`config.mk`:
```
export PLATFORM = sky130hd
export DESIGN_NAME = bram_cpu_port_arbiter_flat
export DESIGN_NICKNAME = d
export VERILOG_FILES = /design/src/rtl/bram_bus_pkg.sv /design/src/rtl/bram_cpu_port_arbiter_if.sv /design/src/rtl/bram_rr_arbiter2.sv /design/src/rtl/bram_cpu_port_arbiter.sv /design/src/flat_wrapper.sv
export SDC_FILE = /design/constraint.sdc
export NUM_CORES = 1
export LEC_CHECK = 0
export CAP_MARGIN = 40
export CORE_AREA = 2 2 99 101
export CTS_BUF_LIST = sky130_fd_sc_hd__clkbuf_8
export CTS_CLUSTER_SIZE = 8
export DETAILED_ROUTE_END_ITERATION = 6
export DIE_AREA = 0 0 101 103
export HOLD_SLACK_MARGIN = 0.03
export SLEW_MARGIN = 20
export SYNTH_ARGS = -nofsm -noshare
export SYNTH_HDL_FRONTEND = slang
export SYNTH_SLANG_ARGS = --single-unit
```
`constraint.sdc`:
```
create_clock -name clk -period 3.4 [get_ports clk]
set_clock_uncertainty 0.05 [all_clocks]
set_input_delay 0.51 -clock clk [delete_from_list [all_inputs] [get_ports clk]]
set_output_delay 0.51 -clock clk [all_outputs]
set_load 0.01 [all_outputs]
```
`src/rtl/bram_bus_pkg.sv`:
```
// Shared types and the address-window check for the s1/s2 BRAM bridges.
// Addresses are byte addresses; the BRAM is word-organised (32-bit words).
package bram_bus_pkg;

    typedef enum logic {
        OWN_IBUS = 1'b0,
        OWN_DBUS = 1'b1
    } owner_t;

    typedef struct packed {
        logic   valid;
        owner_t owner;
        logic   error;
    } tag_t;

    localparam tag_t TAG_IDLE = '{valid: 1'b0, owner: OWN_IBUS, error: 1'b0};

    // Unsigned subtraction makes addresses below the base wrap to huge offsets,
    // so a single compare rejects both sides of the window.
    function automatic logic in_window(input logic [31:0] addr,
                                       input logic [31:0] base,
                                       input int unsigned addr_w);
        return (addr - base) < (32'd4 << addr_w);
    endfunction

    function automatic logic [31:0] word_offset(input logic [31:0] addr,
                                                input logic [31:0] base);
        return (addr - base) >> 2;
    endfunction

endpackage

```
`src/rtl/bram_cpu_port_arbiter_if.sv`:
```
// Core ibus/dbus command-response buses plus the BRAM s1 port.
// master = core and BRAM side, slave = the arbiter.
interface bram_cpu_port_arbiter_if #(
    parameter int ADDR_W = 10
);
    logic              ibus_cmd_valid;
    logic              ibus_cmd_ready;
    logic [31:0]       ibus_cmd_pc;
    logic              ibus_rsp_valid;
    logic              ibus_rsp_error;
    logic [31:0]       ibus_rsp_inst;

    logic              dbus_cmd_valid;
    logic              dbus_cmd_ready;
    logic              dbus_cmd_wr;
    logic [31:0]       dbus_cmd_address;
    logic [31:0]       dbus_cmd_data;
    logic [3:0]        dbus_cmd_mask;
    logic              dbus_rsp_valid;
    logic              dbus_rsp_error;
    logic [31:0]       dbus_rsp_data;

    logic [ADDR_W-1:0] bram_address;
    logic              bram_chipselect;
    logic              bram_write;
    logic              bram_clken;
    logic [31:0]       bram_writedata;
    logic [3:0]        bram_byteenable;
    logic [31:0]       bram_readdata;

    logic              wr_error;

    modport master (
        output ibus_cmd_valid, ibus_cmd_pc,
        input  ibus_cmd_ready, ibus_rsp_valid, ibus_rsp_error, ibus_rsp_inst,
        output dbus_cmd_valid, dbus_cmd_wr, dbus_cmd_address, dbus_cmd_data, dbus_cmd_mask,
        input  dbus_cmd_ready, dbus_rsp_valid, dbus_rsp_error, dbus_rsp_data,
        input  bram_address, bram_chipselect, bram_write, bram_clken,
        input  bram_writedata, bram_byteenable,
        output bram_readdata,
        input  wr_error
    );

    modport slave (
        input  ibus_cmd_valid, ibus_cmd_pc,
        output ibus_cmd_ready, ibus_rsp_valid, ibus_rsp_error, ibus_rsp_inst,
        input  dbus_cmd_valid, dbus_cmd_wr, dbus_cmd_address, dbus_cmd_data, dbus_cmd_mask,
        output dbus_cmd_ready, dbus_rsp_valid, dbus_rsp_error, dbus_rsp_data,
        output bram_address, bram_chipselect, bram_write, bram_clken,
        output bram_writedata, bram_byteenable,
        input  bram_readdata,
        output wr_error
    );

endinterface

```
`src/rtl/bram_rr_arbiter2.sv`:
```
// Two-way round-robin arbiter: the pointer only moves on contended cycles,
// so an uncontested requester never costs the other its next turn.
module bram_rr_arbiter2
    import bram_bus_pkg::*;
(
    input  logic clk,
    input  logic reset,
    input  logic ibus_req,
    input  logic dbus_req,
    output logic ibus_ready,
    output logic dbus_ready
);

    owner_t next_owner_reg;
    owner_t next_owner_next;
    logic   contended;

    always_comb begin
        contended       = ibus_req && dbus_req;
        ibus_ready      = !dbus_req || (next_owner_reg == OWN_IBUS);
        dbus_ready      = !ibus_req || (next_owner_reg == OWN_DBUS);
        next_owner_next = next_owner_reg;
        if (contended) begin
            next_owner_next = (next_owner_reg == OWN_DBUS) ? OWN_IBUS : OWN_DBUS;
        end
    end

    always_ff @(posedge clk or posedge reset) begin
        if (reset) begin
            next_owner_reg <= OWN_DBUS;
        end else begin
            next_owner_reg <= next_owner_next;
        end
    end

endmodule

```
`src/rtl/bram_cpu_port_arbiter.sv`:
```
// Merges core ibus/dbus onto BRAM port s1; read responses return in order via
// a tag pipe matched to the BRAM read latency.
module bram_cpu_port_arbiter
    import bram_bus_pkg::*;
#(
    parameter logic [31:0] BASE_ADDR    = 32'h0000_0000,
    parameter int          ADDR_W       = 10,
    parameter int          READ_LATENCY = 1
) (
    input logic                     clk,
    input logic                     reset,
    bram_cpu_port_arbiter_if.slave  bus
);

    logic                          ibus_ready;
    logic                          dbus_ready;
    logic                          ibus_accept;
    logic                          dbus_accept;
    logic                          dbus_is_write;
    logic                          hit;
    logic [31:0]                   cmd_address;
    logic [31:0]                   word_off;
    logic                          unused_word_bits;
    tag_t                          push_tag;
    tag_t                          out_tag;
    tag_t [READ_LATENCY-1:0]       pipe_reg;
    tag_t [READ_LATENCY-1:0]       pipe_next;
    logic                          wr_error_reg;
    logic                          wr_error_next;

    bram_rr_arbiter2 u_arb (
        .clk        (clk),
        .reset      (reset),
        .ibus_req   (bus.ibus_cmd_valid),
        .dbus_req   (bus.dbus_cmd_valid),
        .ibus_ready (ibus_ready),
        .dbus_ready (dbus_ready)
    );

    // Only one requester can be accepted per cycle, so one address decode serves both.
    always_comb begin
        ibus_accept   = bus.ibus_cmd_valid && ibus_ready;
        dbus_accept   = bus.dbus_cmd_valid && dbus_ready;
        dbus_is_write = dbus_accept && bus.dbus_cmd_wr;
        cmd_address   = dbus_accept ? bus.dbus_cmd_address : bus.ibus_cmd_pc;
        hit           = in_window(cmd_address, BASE_ADDR, ADDR_W);
        word_off      = word_offset(cmd_address, BASE_ADDR);

        bus.ibus_cmd_ready  = ibus_ready;
        bus.dbus_cmd_ready  = dbus_ready;
        bus.bram_clken      = 1'b1;
        bus.bram_address    = word_off[ADDR_W-1:0];
        bus.bram_writedata  = bus.dbus_cmd_data;
        bus.bram_chipselect = (ibus_accept || dbus_accept) && hit;
        bus.bram_write      = dbus_is_write && hit;
        bus.bram_byteenable = dbus_is_write ? bus.dbus_cmd_mask : 4'hF;

        push_tag = TAG_IDLE;
        if (ibus_accept || (dbus_accept && !bus.dbus_cmd_wr)) begin
            push_tag = '{valid: 1'b1,
                         owner: dbus_accept ? OWN_DBUS : OWN_IBUS,
                         error: !hit};
        end

        wr_error_next = wr_error_reg || (dbus_is_write && !hit);
    end

    assign unused_word_bits = &{1'b0, word_off[31:ADDR_W]};

    // Tag pipe: stage gi holds the tag of the read accepted gi+1 cycles ago.
    generate
        for (genvar gi = 0; gi < READ_LATENCY; gi++) begin : g_tag_pipe
            if (gi == 0) begin : g_head
                assign pipe_next[gi] = push_tag;
            end else begin : g_shift
                assign pipe_next[gi] = pipe_reg[gi-1];
            end
        end
    endgenerate

    always_ff @(posedge clk or posedge reset) begin
        if (reset) begin
            pipe_reg     <= '0;
            wr_error_reg <= 1'b0;
        end else begin
            pipe_reg     <= pipe_next;
            wr_error_reg <= wr_error_next;
        end
    end

    assign out_tag = pipe_reg[READ_LATENCY-1];

    // Error responses carry zero data since the BRAM was never read for them.
    always_comb begin
        bus.ibus_rsp_valid = out_tag.valid && (out_tag.owner == OWN_IBUS);
        bus.dbus_rsp_valid = out_tag.valid && (out_tag.owner == OWN_DBUS);
        bus.ibus_rsp_error = bus.ibus_rsp_valid && out_tag.error;
        bus.dbus_rsp_error = bus.dbus_rsp_valid && out_tag.error;
        bus.ibus_rsp_inst  = (bus.ibus_rsp_valid && !out_tag.error) ? bus.bram_readdata : 32'h0;
        bus.dbus_rsp_data  = (bus.dbus_rsp_valid && !out_tag.error) ? bus.bram_readdata : 32'h0;
        bus.wr_error       = wr_error_reg;
    end

endmodule

```
`src/flat_wrapper.sv`:
```
// flat-port wrapper written by rule: the top's interface ports become plain ports
module bram_cpu_port_arbiter_flat import bram_bus_pkg::*;
#(
    parameter logic [31:0] BASE_ADDR    = 32'h0000_0000,
    parameter int          ADDR_W       = 10,
    parameter int          READ_LATENCY = 1
)
  (clk, reset, bus_ibus_cmd_valid, bus_ibus_cmd_pc, bus_ibus_cmd_ready, bus_ibus_rsp_valid, bus_ibus_rsp_error, bus_ibus_rsp_inst, bus_dbus_cmd_valid, bus_dbus_cmd_wr, bus_dbus_cmd_address, bus_dbus_cmd_data, bus_dbus_cmd_mask, bus_dbus_cmd_ready, bus_dbus_rsp_valid, bus_dbus_rsp_error, bus_dbus_rsp_data, bus_bram_address, bus_bram_chipselect, bus_bram_write, bus_bram_clken, bus_bram_writedata, bus_bram_byteenable, bus_bram_readdata, bus_wr_error);
  bram_cpu_port_arbiter_if #(.ADDR_W(ADDR_W)) bus_i ();
  input logic clk;
  input logic reset;
  input wire logic [$bits(bus_i.ibus_cmd_valid)-1:0] bus_ibus_cmd_valid;
  input wire logic [$bits(bus_i.ibus_cmd_pc)-1:0] bus_ibus_cmd_pc;
  output wire logic [$bits(bus_i.ibus_cmd_ready)-1:0] bus_ibus_cmd_ready;
  output wire logic [$bits(bus_i.ibus_rsp_valid)-1:0] bus_ibus_rsp_valid;
  output wire logic [$bits(bus_i.ibus_rsp_error)-1:0] bus_ibus_rsp_error;
  output wire logic [$bits(bus_i.ibus_rsp_inst)-1:0] bus_ibus_rsp_inst;
  input wire logic [$bits(bus_i.dbus_cmd_valid)-1:0] bus_dbus_cmd_valid;
  input wire logic [$bits(bus_i.dbus_cmd_wr)-1:0] bus_dbus_cmd_wr;
  input wire logic [$bits(bus_i.dbus_cmd_address)-1:0] bus_dbus_cmd_address;
  input wire logic [$bits(bus_i.dbus_cmd_data)-1:0] bus_dbus_cmd_data;
  input wire logic [$bits(bus_i.dbus_cmd_mask)-1:0] bus_dbus_cmd_mask;
  output wire logic [$bits(bus_i.dbus_cmd_ready)-1:0] bus_dbus_cmd_ready;
  output wire logic [$bits(bus_i.dbus_rsp_valid)-1:0] bus_dbus_rsp_valid;
  output wire logic [$bits(bus_i.dbus_rsp_error)-1:0] bus_dbus_rsp_error;
  output wire logic [$bits(bus_i.dbus_rsp_data)-1:0] bus_dbus_rsp_data;
  output wire logic [$bits(bus_i.bram_address)-1:0] bus_bram_address;
  output wire logic [$bits(bus_i.bram_chipselect)-1:0] bus_bram_chipselect;
  output wire logic [$bits(bus_i.bram_write)-1:0] bus_bram_write;
  output wire logic [$bits(bus_i.bram_clken)-1:0] bus_bram_clken;
  output wire logic [$bits(bus_i.bram_writedata)-1:0] bus_bram_writedata;
  output wire logic [$bits(bus_i.bram_byteenable)-1:0] bus_bram_byteenable;
  input wire logic [$bits(bus_i.bram_readdata)-1:0] bus_bram_readdata;
  output wire logic [$bits(bus_i.wr_error)-1:0] bus_wr_error;
  assign bus_i.ibus_cmd_valid = bus_ibus_cmd_valid;
  assign bus_i.ibus_cmd_pc = bus_ibus_cmd_pc;
  assign bus_ibus_cmd_ready = bus_i.ibus_cmd_ready;
  assign bus_ibus_rsp_valid = bus_i.ibus_rsp_valid;
  assign bus_ibus_rsp_error = bus_i.ibus_rsp_error;
  assign bus_ibus_rsp_inst = bus_i.ibus_rsp_inst;
  assign bus_i.dbus_cmd_valid = bus_dbus_cmd_valid;
  assign bus_i.dbus_cmd_wr = bus_dbus_cmd_wr;
  assign bus_i.dbus_cmd_address = bus_dbus_cmd_address;
  assign bus_i.dbus_cmd_data = bus_dbus_cmd_data;
  assign bus_i.dbus_cmd_mask = bus_dbus_cmd_mask;
  assign bus_dbus_cmd_ready = bus_i.dbus_cmd_ready;
  assign bus_dbus_rsp_valid = bus_i.dbus_rsp_valid;
  assign bus_dbus_rsp_error = bus_i.dbus_rsp_error;
  assign bus_dbus_rsp_data = bus_i.dbus_rsp_data;
  assign bus_bram_address = bus_i.bram_address;
  assign bus_bram_chipselect = bus_i.bram_chipselect;
  assign bus_bram_write = bus_i.bram_write;
  assign bus_bram_clken = bus_i.bram_clken;
  assign bus_bram_writedata = bus_i.bram_writedata;
  assign bus_bram_byteenable = bus_i.bram_byteenable;
  assign bus_i.bram_readdata = bus_bram_readdata;
  assign bus_wr_error = bus_i.wr_error;
  bram_cpu_port_arbiter #(.BASE_ADDR(BASE_ADDR), .ADDR_W(ADDR_W), .READ_LATENCY(READ_LATENCY)) u_core (.clk(clk), .reset(reset), .bus(bus_i));
endmodule
```
# ---- After elaboration in Yosys (flattened, before gate mapping)
# Index checks and enable logic that the tools add are counted.
dict set report totals {
  elab_cells 39
  ramBits 0
  out_inout_bits 120
  in_bits 137
  reg_bits 5
  latch_bits 0
  memories 0
  mem_bits_ro 0
}
dict set report op_classes {
  order_cmp 1
  n_mux 7
  eq_ne 0
  n_div 0
  shifts 0
  multipliers 0
  bitwise_logic 2
  n_addsub 0
  reduce_logical 24
}
# operator n
set ops {}
lappend ops {{two-way mux 32 bit} 3}
lappend ops {{< comparator 32 x 13 -> 1 bit, second input constant} 1}
lappend ops {{logical AND 1 bit} 14}
lappend ops {{logical NOT 1 bit} 5}
lappend ops {{logical OR 1 bit} 5}
lappend ops {{two-way mux 4 bit} 1}
lappend ops {{two-way mux 3 bit} 1}
lappend ops {{two-way mux 1 bit} 2}
lappend ops {{NOT 1 bit} 2}

# ---- Depth between registers and ports, before layout
# Gate-level depths: netlist (run 1).
dict set report depth {
  depth_word 8
  ltp_mapped 4
  depth_no_buf 4
}

# ---- Modules after synthesis
# From an unflattened synthesis (run 1), not the netlist that was laid out.
dict set report hier_totals {
  cells_unflattened 163
  area_unflattened_um2 1187.4
}
# module seq_area_each_um2 area_each_um2 n_inst cells_each
set by_module_without_submodules {}
lappend by_module_without_submodules {bram_cpu_port_arbiter 100.1 1134.8 1 157}
lappend by_module_without_submodules {bram_rr_arbiter2 26.3 52.6 1 6}

# ---- Worst setup path before layout (run 1)
# OpenSTA, ideal clock, no wires.
dict set report synth_path {
  kind {input-to-output}
  start {input port bus_ibus_cmd_pc[15]}
  end {output port bus_bram_chipselect}
  required_ns 2.840
  cell_stages 3
  path_buffers 0
  path_slack_ns 1.260
  t_arrival_ns 1.580
  cell_sequence {or4_4 > nor4b_4 > o22a_1}
}
dict set report synth_between {
  elab_chain_cells 3
}
# item line
set synth_lines {}
lappend synth_lines {{start: declaration} flat_wrapper.sv:13} ;# input wire logic [$bits(bus_i.ibus_cmd_pc)-1:0] bus_ibus_cmd_pc;
lappend synth_lines {{two-way mux 32 bit} bram_cpu_port_arbiter.sv:45} ;# cmd_address = dbus_accept ? bus.dbus_cmd_address : bus.ibus_cmd_pc;
lappend synth_lines {{< comparator 32 x 13 -> 1 bit} bram_bus_pkg.sv:23} ;# return (addr - base) < (32'd4 << addr_w);
lappend synth_lines {{logical AND 1 bit} bram_cpu_port_arbiter.sv:54} ;# bus.bram_chipselect = (ibus_accept || dbus_accept) && hit;
lappend synth_lines {{end: declaration} flat_wrapper.sv:28} ;# output wire logic [$bits(bus_i.bram_chipselect)-1:0] bus_bram_chipselect;
# Every way passes these cells.

# ---- Final worst setup path (run 1)
dict set report layout_path {
  start {input port bus_dbus_cmd_address[15]}
  end {output port bus_bram_chipselect}
}
dict set report layout_between {
  elab_chain_cells 3
}
# item line
set layout_lines {}
lappend layout_lines {{start: declaration} flat_wrapper.sv:20} ;# input wire logic [$bits(bus_i.dbus_cmd_address)-1:0] bus_dbus_cmd_address;
lappend layout_lines {{two-way mux 32 bit} bram_cpu_port_arbiter.sv:45}
lappend layout_lines {{< comparator 32 x 13 -> 1 bit} bram_bus_pkg.sv:23}
lappend layout_lines {{logical AND 1 bit} bram_cpu_port_arbiter.sv:54}
# Every way passes these cells.

==> results of run 1 <==
==> metrics by stage <==
stage | instance area (um^2) | hold slack, ns | worst slack (ns)
after CTS | 3010 | 0.445 | 0.255
final | 3010 | 0.443 | 0.279
after global placement | 2970 | 0.439 | 0.264
after floorplan | 1200 | 0.238 | 1.26
after detailed placement | 2970 | 0.442 | 0.270
after global routing | 3010 | 0.472 | 0.200
==> worst reg2reg max path, stage by stage (launching register included) <==
cell and delay (ns):
dfstp_2 0.54, nand2b_1 0.15, nand2_1 0.18, nor4_4 0.42, o31ai_1 0.14
==> per-layer routing <==
metal  track usage  wire length, um
met4        0.0187               17
met2         0.183             2620
met3        0.0576             1030
met5             0                0
met1         0.101             1900
==> power by group <==
part / internal (uW) / switching [uW]
Combinational: 298 / 158
Sequential: 76.0 / 10.8
Clock: 77.2 / 27.4
==> worst paths after layout <==
kind,to,depth (start not counted)
setup / recovery,bus_bram_chipselect,5
hold / removal,u_core.u_arb.next_owner_reg$_DFFE_PP1P_,1
setup reg to reg,u_core.bus.wr_error$_DFF_PP0_,4
hold reg to reg,u_core.u_arb.next_owner_reg$_DFFE_PP1P_,1
max in group asynchronous,u_core.u_arb.next_owner_reg$_DFFE_PP1P_,2
min in group asynchronous,u_core.bus.wr_error$_DFF_PP0_,2
==> Yosys cell counts (all sizes together), types with 2 or more instances <==
cell type | n | share of area
and2 | 66 | 0.34
mux2 | 10 | 0.094
inv | 2 | 0.0062
dfrtp | 4 | 0.083
buf | 34 | 0.21
or4 | 2 | 0.019
nor4 | 9 | 0.059
nor2b | 3 | 0.016
clkbuf | 6 | 0.019
nand2b | 2 | 0.010
or2 | 4 | 0.021
nand2 | 9 | 0.028
==> area by class of cell <==
class / instances / area [um^2] / area share
clock buffer: 3 / 41.3 / 0.0137
clock inverter: 1 / 3.75 / 0.00125
inverter: 2 / 7.51 / 0.00249
multi-input combinational: 115 / 795 / 0.264
sequential: 5 / 126 / 0.0420
tap: 114 / 143 / 0.0474
timing repair buffer: 190 / 1890 / 0.629
==> cells by family after synthesis <==
kind of cell / after synthesis / share of synthesized area
xor+xnor: 1 / 0.00728
flops: 5 / 0.105
compound gates: 4 / 0.0281
buf+inv: 42 / 0.235
other cells: 1 / 0.00312
mux: 10 / 0.0936
simple gates: 99 / 0.528
==> qor.yml, run 1 <==
die:
  row_count: 36
  die_x_um: 101
  pin_count: 257
  design.core.area_mm2: 0.00946
  initial_core_util: 0.127
  die_area_mm2: 0.0104
  die_h_um: 103
placement:
  hpwl_mm: 5.05
  place_inst: 426
  port_buffers: 187
  gp_congestion: 0.696
synthesis:
  yosysUniqueCellTypes: 25
  ys.flop_type: "dfrtp_1"
  synth_area_mm2: 0.00120
  syn_avg_cell_area_um2: 7.43
  seq_area_frac_synth: 0.105
  synthCells: 162
  syn_nets: 299
  synth_seq_cells: 5
  synth_edf_count: 0
  async_reset_ff_frac: 1.00
  yosys_warnings: 0
clocking:
  postCtsHoldBufs: 0
  path_clk_slew_ns: 0.04
  post_cts_resized: 0
  cts_buffers: 3
  clockBufferDepth: 2
  cts_tree: "done"
  cts_sinks: 5
  htreeDepth: 1
  post-cts-setup-buffers: 0
  worstSkewPairLatency_ns: 0.22
  cts-root-buf: "clkbuf_8"
sta:
  fin_crit_ns: 3.12
  setup_violations: 0
  min_period_over_period: 0.918
  hold_violations: 0
  rsz0062_at_grt: "false"
  setup_tns_ns: 0
  drv_slew: 0
  fmax_mhz: 320
finish:
  final_cell_count_no_fill: 430
  syn_to_final_growth_pct: 150
  num_antenna_cells: 0
  nFillCells: 1031
  nets: 454
  layout-drive-gt1-share: 0.0791
  largest_reg_flops: 3
  final_core_util: 0.318
  layout_commonest_cell: "clkdlybuf4s50_1"
  most-common-layout-cells: "187 x clkdlybuf4s50_1, 66 x and2_1, 10 x mux2_2"
setup_path:
  r2r_start: "u_core.u_arb.next_owner_reg$_DFFE_PP1P_"
  critPathTopFamily: "buffers and inverters"
  slowest_stage: "or4_4"
  start_kind: "input pin"
  critPathMaxFanout: 4
  slowest_delay_ns: 0.54
  arrival_ns: 2.56
  crit_type: "input pin to primary output"
  cpMostUsedCell: "clkdlybuf4s50_1"
  critical_path.endpoint_type: "primary output"
  required_ns: 2.84
  ff2ff_setup_slack_ns: 1.78
  setup.worst_path.start: "bus_dbus_cmd_address[15]"
  path_cells: "clkdlybuf4s50_1 > or4_4 > nor4_4 > o22a_1 > clkdlybuf4s50_1"
  critPathBufInv: 2
hold_path:
  min_path_type: "register to register"
  hp-start: "u_core.u_arb.next_owner_reg$_DFFE_PP1P_"
detailed_routing:
  viasPerCell: 3.94
  dr_total_vias: 1695
  ant_nets: 0
  drc: 0
  dr.pass1.iters: 4
  wirelength_mm: 5.57
  wl_per_cell_um: 12.9
  initialDrtViolationCount: 11
power_and_ir_drop:
  p_leak_uw: 0.00115
  p_per_area_mw_per_mm2: 215
  design_power_total_uw: 648
  peakVddDrop_uv: 111
global_routing:
  antenna_found_initial: 0
  grtUsageTotal: 0.100
  grt_pass1_wl_mm: 8.45
  grt.overflow.total: 0
  grt_pass1_vias: 1737
  grt_max_degree: 33
flow_run:
  drv_cap: 0
outcome:
  status: "finished clean"
Note: power is estimated with default switching activity, not from simulation.
==> run 2: changes to the inputs <==
CELL_PAD_IN_SITES_DETAIL_PLACEMENT = 1   (was not set)
CELL_PAD_IN_SITES_GLOBAL_PLACEMENT = 1   (was not set)
CORE_AREA = not set   (was 2 2 99 101)
CORE_UTILIZATION = 11   (was not set)
DIE_AREA = not set   (was 0 0 101 103)
PLACE_DENSITY_LB_ADDON = 0.1   (was not set)
==> run 2 against run 1 <==
Cell count is 5.6% higher. Non-clock buffer count is 2 higher. Via count down 4.0%. Count of clock-buffer cells in the layout unchanged. Clock power barely moved. Cell area increased by 1.4%. Total power increased by 1.0%. Fmax grew 0.58%. Largest cell class unchanged.
==> qor.yml, run 2 (synthesized netlist as in run 1, its figures left out) <==
clocking:
  worstSkewPairLatency_ns: 0.22  # about the same
  clockBufferDepth: 2  # unchanged
  cts_tree: "done"
  cts-root-buf: "clkbuf_8"
  post_cts_resized: 0  # unchanged
  cts_buffers: 3  # unchanged
  path_clk_slew_ns: 0.03  # about the same
  post-cts-setup-buffers: 0  # unchanged
  postCtsHoldBufs: 0  # unchanged
  htreeDepth: 1  # unchanged
  cts_sinks: 5  # unchanged
power_and_ir_drop:
  design_power_total_uw: 655  # +1.0%
  swShare: 0.305  # +0.00214
  p_per_area_mw_per_mm2: 214  # -0.39%
  switching_power_uw: 200  # +1.7%
  combPwrFrac: 0.711  # +0.006
  p_leak_uw: 0.00117  # +0.92%
  clock_power_share: 0.160  # about the same
  internal-power_uw: 455  # +0.71%
  pwr-share-seq: 0.129  # -0.005
  peakVddDrop_uv: 77.0  # -31%
setup_path:
  critPathTopFamily: "buffers and inverters"
  start_kind: "input pin"
  arrival_ns: 2.54  # -0.02 ns
  setup.worst_path.start: "bus_dbus_cmd_address[15]"
  crit_type: "input pin to primary output"
  path_cells: "clkdlybuf4s50_1 > or4_4 > nor4_4 > o22a_1 > clkdlybuf4s50_1"
  critPathBufInv: 2  # unchanged
  cpMostUsedCell: "clkdlybuf4s50_1"
  slowest_delay_ns: 0.55  # about the same
  required_ns: 2.84  # about the same
  slowest_stage: "or4_4"
  r2r_start: "u_core.u_arb.next_owner_reg$_DFFE_PP1P_"
  critical_path.endpoint_type: "primary output"
  ff2ff_setup_slack_ns: 1.84  # +0.06 ns
  critPathMaxFanout: 4  # unchanged
die:
  pin_count: 257  # unchanged
  initial_core_util: 0.115  # -0.0122
  design.core.area_mm2: 0.0105  # +11%
  row_count: 37  # +2.8%
  die_area_mm2: 0.0114  # +9.2%
  die_x_um: 107  # +5.5%
  die_h_um: 107  # +3.5%
global_routing:
  grt.overflow.total: 0  # unchanged
  antenna_found_initial: 0  # unchanged
  grt_pass1_wl_mm: 9.14  # +8.2%
  grt_pass1_vias: 1762  # +1.4%
  grtUsageTotal: 0.103  # +0.00267
  grt_max_degree: 23  # -30%
hold_path:
  min_path_type: "register to register"
  hp-start: "u_core.bus.wr_error$_DFF_PP0_"
finish:
  layout_commonest_cell: "clkdlybuf4s50_1"
  layout-drive-gt1-share: 0.0849  # +0.00579
  final_core_util: 0.292  # -0.0265
  syn_to_final_growth_pct: 154
  num_antenna_cells: 0  # unchanged
  most-common-layout-cells: "187 x clkdlybuf4s50_1, 66 x and2_1, 10 x mux2_2"
  largest_reg_flops: 3  # unchanged
  nets: 456  # +0.44%
sta:
  fin_crit_ns: 3.10  # -0.0180 ns
  setup_violations: 0  # unchanged
  hold_violations: 0  # unchanged
  whs_ns: 0.427  # -0.0160 ns
  min_period_over_period: 0.913  # -0.00529
  fmax_mhz: 322  # +0.58%
  setup_ws_ns: 0.297  # +0.0180 ns
  setup_tns_ns: 0  # unchanged
  rsz0062_at_grt: "false"
  drv_slew: 0  # unchanged
detailed_routing:
  dr_total_vias: 1627  # -4.0%
  initialDrtViolationCount: 46  # +35
  wl_per_cell_um: 13.5  # +3.9%
  viasPerCell: 3.58  # -9.1%
  drc: 0  # unchanged
  dr.pass1.iters: 3  # -1
  wirelength_mm: 6.11  # +9.7%
  ant_nets: 0  # unchanged
placement:
  gp_congestion: 0.689  # -0.98%
  place_ws_ns: 0.286  # +0.0157 ns
  hpwl_mm: 5.45  # +7.8%
  port_buffers: 187  # unchanged
flow_run:
  drv_cap: 0  # unchanged
outcome:
  status: "finished clean"
[run 2: cell count changes in the layout (fill, tap and decap cells not counted)]
cell	delta
buf_4	+2
[run 2: worst paths after layout]
kind / end / cells past startpoint
setup / recovery: bus_bram_chipselect / 5
hold reg to reg: u_core.bus.wr_error$_DFF_PP0_ / 2
min in group asynchronous: u_core.bus.wr_error$_DFF_PP0_ / 2
max in group asynchronous: u_core.u_arb.next_owner_reg$_DFFE_PP1P_ / 2
hold / removal: u_core.bus.wr_error$_DFF_PP0_ / 2
setup reg to reg: u_core.bus.wr_error$_DFF_PP0_ / 4
[run 2: layer usage]
layer	vias to the layer above	GRT usage	wire [um]
met2	125	0.188	3060
met5	-	0	0
met3	4	0.0596	895
met4	0	0.0137	21
li1	797	-	-
met1	701	0.103	2130
[run 2: cell type report]
type	count	area (um^2)
Multi-Input combinational cell	115	795
Tap cell	136	170
Timing Repair Buffer	192	1910
Fill cell	1276	7410
Sequential cell	5	126
Clock inverter	1	3.75
Clock buffer	3	41.3
Inverter	2	7.51
[run 2: worst register-to-register path: stages, from the launching register on]
cell and delay (ns):
dfstp_2 0.54, nand2b_1 0.14, nand2_1 0.17, nor4_4 0.40, o31ai_1 0.13
[run 2: metrics by stage]
step,cells,area [um^2]
CTS,454,3050
global placement,450,3010
global route,454,3050
floorplan,162,1200
finish,454,3050
detailed placement,450,3010
[run 2: power groups by stage]
stage | clock (uW) | sequential [uW] | combinational, uW
final | 105 | 84.7 | 465
after global routing | 115 | 88.0 | 504
after CTS | 109 | 85.3 | 476
after detailed placement | 0 | 85.9 | 473
after global placement | 0 | 86.0 | 474
after floorplan | 0 | 83.0 | 200
